--- src/rtl/dm_arbiter.sv ---
// Two-master arbiter for the shared data-memory port. Each transaction runs IDLE -> ACC -> RESP.
// Define DM_ARB_FIXED_PRIO_EN for fixed priority (master 0 wins ties); round-robin by default.
module dm_arbiter #(
    parameter int AW = 30,
    parameter int DW = 32
) (
    input  logic          clk,
    input  logic          rst,
    input  logic          m0_req,
    input  logic          m0_wr,
    input  logic [2:0]    m0_type,
    input  logic [AW-1:0] m0_addr,
    input  logic [DW-1:0] m0_wdata,
    output logic          m0_ack,
    output logic [DW-1:0] m0_rdata,
    input  logic          m1_req,
    input  logic          m1_wr,
    input  logic [2:0]    m1_type,
    input  logic [AW-1:0] m1_addr,
    input  logic [DW-1:0] m1_wdata,
    output logic          m1_ack,
    output logic [DW-1:0] m1_rdata,
    output logic          dm_wr,
    output logic [2:0]    dm_type,
    output logic [AW-1:0] dm_addr,
    output logic [DW-1:0] dm_din,
    input  logic [DW-1:0] dm_dout
);

    localparam logic [1:0] IDLE = 2'd0;
    localparam logic [1:0] ACC  = 2'd1;
    localparam logic [1:0] RESP = 2'd2;

    logic [1:0]    r_state;
    logic          r_gnt;
    logic [DW-1:0] r_m0_rdata;
    logic [DW-1:0] r_m1_rdata;
    logic          w_any_req;
    logic          w_gnt_new;
    logic          w_grant;

`ifdef DM_ARB_FIXED_PRIO_EN
    always_comb begin
        w_any_req = m0_req | m1_req;
        w_gnt_new = ~m0_req;
    end
`else
    logic r_ptr;

    // On a tie the master selected by r_ptr wins; r_ptr always points away from the last winner.
    always_comb begin
        w_any_req = m0_req | m1_req;
        if (m0_req && m1_req) begin
            w_gnt_new = r_ptr;
        end else begin
            w_gnt_new = ~m0_req;
        end
    end

    always_ff @(posedge clk or posedge rst) begin
        if (rst) begin
            r_ptr <= 1'b0;
        end else if (w_grant) begin
            r_ptr <= ~w_gnt_new;
        end
    end
`endif

    assign w_grant = (r_state == IDLE) && w_any_req;

    always_ff @(posedge clk or posedge rst) begin
        if (rst) begin
            r_state <= IDLE;
            r_gnt   <= 1'b0;
        end else begin
            case (r_state)
                IDLE: begin
                    if (w_any_req) begin
                        r_gnt   <= w_gnt_new;
                        r_state <= ACC;
                    end
                end
                ACC:     r_state <= RESP;
                RESP:    r_state <= IDLE;
                default: r_state <= IDLE;
            endcase
        end
    end

    // Read data is captured on every access, writes included; the master ignores it for writes.
    always_ff @(posedge clk or posedge rst) begin
        if (rst) begin
            r_m0_rdata <= '0;
            r_m1_rdata <= '0;
        end else if (r_state == ACC) begin
            if (r_gnt) begin
                r_m1_rdata <= dm_dout;
            end else begin
                r_m0_rdata <= dm_dout;
            end
        end
    end

    always_comb begin
        dm_type = r_gnt ? m1_type  : m0_type;
        dm_addr = r_gnt ? m1_addr  : m0_addr;
        dm_din  = r_gnt ? m1_wdata : m0_wdata;
        dm_wr   = (r_state == ACC) && (r_gnt ? m1_wr : m0_wr);
        m0_ack  = (r_state == RESP) && !r_gnt;
        m1_ack  = (r_state == RESP) && r_gnt;
    end

    assign m0_rdata = r_m0_rdata;
    assign m1_rdata = r_m1_rdata;

endmodule

--- config.mk ---
export PLATFORM = sky130hd
export DESIGN_NAME = dm_arbiter
export DESIGN_NICKNAME = d
export VERILOG_FILES = /design/src/rtl/dm_arbiter.sv
export SDC_FILE = /design/constraint.sdc
export NUM_CORES = 1
export LEC_CHECK = 0
export BUFFER_PORTS_ARGS = -buffer_cell sky130_fd_sc_hd__buf_4
export CORE_AREA = 5 5 113 115
export DETAILED_ROUTE_END_ITERATION = 8
export DIE_AREA = 0 0 118 120
export PLACE_DENSITY = 0.7
export SLEW_MARGIN = 30
export SYNTH_ARGS = -nofsm -noshare
export SYNTH_HDL_FRONTEND = slang
export SYNTH_SLANG_ARGS = --single-unit
--- constraint.sdc ---
create_clock -name clk -period 2.6 [get_ports clk]
set_input_delay 0.52 -clock clk [delete_from_list [all_inputs] [get_ports clk]]
set_output_delay 0.52 -clock clk [all_outputs]
set_load 0.05 [all_outputs]
==> metrics <==
cell chosen for the clock root clkbuf_16; commonest cells after routing, fill and taps aside buf_4 (300), mux2_2 (127), dfrtp_1 (67); Worst Max-Slew Pin Slew 554.0 ps; FP Rows 40; Cell Count, Final, Fillers Out approximately 680; largest net degree at the start of global routing 52; Clock Sinks slightly below 70; Rel. slew slack between 60 and 70%; leakage power a little under 3 nW; cts repair resizes 0; clock skew 6.662 ps; Num CTS Buffers 9; routed length per instance approximately 19 µm; syn_area_per_cell around 15 µm²; CTS max path bufs 2; RR Startpoint r_gnt$_DFFE_PP0P_; Placed Cells roughly 660; die footprint between 10000 and 15000 µm²; filler cell count a little over 1000; Yosys warnings 0; drt via density ~4.6; Yosys top cell by area dfrtp_1; multi-input combinational cell area between 1500 and 2000 µm²; Die Y between 100 and 150 µm; GRT overflow 0; commonest non-fill, non-tap cell in the layout buf_4; asr flop ratio synth 100.0%; clock latency on the worst-skew pair ~320 ps; die width ~120 µm; #FFs+latches synth 68; first-pass GRT wire length ~19000 µm; CTS tree yes; Core Region approximately 12000 µm²; Syn Nets 398; Total Routed Length between 10000 and 15000 µm; port bufs approximately 300; Worst path slowest cell dfrtp_2; initial drt markers 57; Final TNS setup 0 ps; pre-CTS setup slack a little under 500 ps; Ports 300; top post-synthesis cells by area dfrtp_1 (50%), mux2_2 (42%), buf_2 (1.3%), buf_6 (0.99%), buf_4 (0.88%); critical path cell sequence buf_12, mux2_2, buf_4; Pwr Density 1574 nW/µm²; Max Slew Vio Count 0; clock-pin slew on the worst setup and hold paths 60 ps; ys flop type dfrtp_1; post-detail-place hpwl 10610 µm; Fin. Hold Viols 0; final worst-path cycle share 94.40%; HP Class primary input to async pin; area grow syn2layout 78.98%; unrepaired setup endpoints after global routing false; post-synthesis sequential area ratio about 50%; final setup vio count 0; critical path class flop to output pin; CP Max Fanout 51; Final ANT Viol Nets 0; Distinct cells, synth 19; H-tree Lvls 3; fin worst setup slack 145.6 ps; Mapped Cells between 200 and 250; cts-stage hold buffer count 0; Final min period about 2500 ps; setup bufs post-CTS 0; GR Util All Layers between 10% and 20%; vias in the first global route ~3300; register area 1703 µm²; crit path DAT 1930 ps; status complete, no violations; starting density of the core about 29%; Setup crit start kind flop; GPL Wtd Cong between 0.9 and 1; share of post-route cells with drive strength above 1 approximately 84%; Crit. Startpoint r_gnt$_DFFE_PP0P_; EDFF count, synth 0; top-area cell type share of the netlist area between 50% and 60%; vias between 3000 and 4000; post-route core utilization between 50% and 60%; Max VDD drop between 0.0008 and 0.0009 V; delay of the slowest cell on the worst path 690 ps; achievable frequency around 410 MHz; Mapped Area about 3400 µm²; TritonRoute pass-1 iters 4; final net count around 700; initial antenna violation count 1; worst path required time 2080 ps; Max Cap Viol 0; DRC violations left 0; Worst Setup End Kind output pin
## where the power goes
group	total, mW	leakage, nW	switching, mW	internal, mW
sequential	1.99	0.798	0.375	1.61
clock	1.27	0.148	0.438	0.835
combinational	6.32	2.04	4.07	2.25
total	9.58	2.98	4.88	4.70
## per-stage QoR
step / power (mW) / cell area (µm²) / hold slack, ps
after floorplan: 6.505 / 3400 / 513.3
after global placement: 8.295 / 5768 / 471.4
after detailed placement: 8.381 / 5768 / 488.0
after CTS: 9.685 / 6082 / 271.3
after global routing: 9.976 / 6085 / 295.7
final: 9.577 / 6085 / 254.3
## critical path, delay by kind of cell (launching register included)
family                 cells  cell delay (ps)
flip-flops                 1              690
multiplexers               1              380
buffers and inverters      2              520
## sequential cells by signal, summed over array words and instances (netlist names)
signal	cells
r_ptr	1
m0_rdata	32
m1_rdata	32
r_gnt	1
r_state	2
## path summary, 6_finish.rpt
| kind | endpoint | slack [ps] | depth (start not counted) |
|---|---|---|---|
| worst min-delay path | m1_rdata[20]$_DFFE_PP0P_ | 250 | 2 |
| min in group clk | m0_rdata[24]$_DFFE_PP0P_ | 430 | 2 |
| worst max-delay path | dm_din[12] | 150 | 3 |
| worst min register to register | m0_rdata[24]$_DFFE_PP0P_ | 500 | 1 |
| worst max register to register | m1_rdata[7]$_DFFE_PP0P_ | 780 | 2 |
| max in group asynchronous | m1_rdata[16]$_DFFE_PP0P_ | 1710 | 3 |
## synth_stat cells, types with 2 or more instances
cell     number
nor2b_1       2
inv_1         2
mux2_2      127
buf_2         9
buf_6         3
buf_4         4
mux2_1        2
dfrtp_1      68
nor3b_1       3
## layout make-up
| type | count | share of cell area (%) |
|---|---|---|
| well taps | 147 | 3.023 |
| repair buffers | 302 | 37.67 |
| inverters | 2 | 0.1234 |
| diodes | 1 | 0.04113 |
| clock inverters | 6 | 1.460 |
| clock buffers | 9 | 3.701 |
| flip-flops and latches | 68 | 27.99 |
| multi-input cells | 144 | 25.99 |
## per-layer routing
layer	up-vias	part of all wire, %	track usage (%)
met1	1521	35	17.20
met4	0	2.4	6.380
met2	138	56	32.78
met3	16	7.4	5.655
met5	-	0	0
li1	1425	-	-
## cell families (layout without fill, tap and decap cells)
family,count (synthesis),in the layout,synth area share [%]
and+or+nand+nor,12,12,3.091
muxes,130,130,43.03
DFF,68,68,50.06
other,0,1,0
AOI/OAI and AO/OA,2,2,0.4048
buffers and inverters,18,319,3.423
Power figures use the tool's default switching activity.
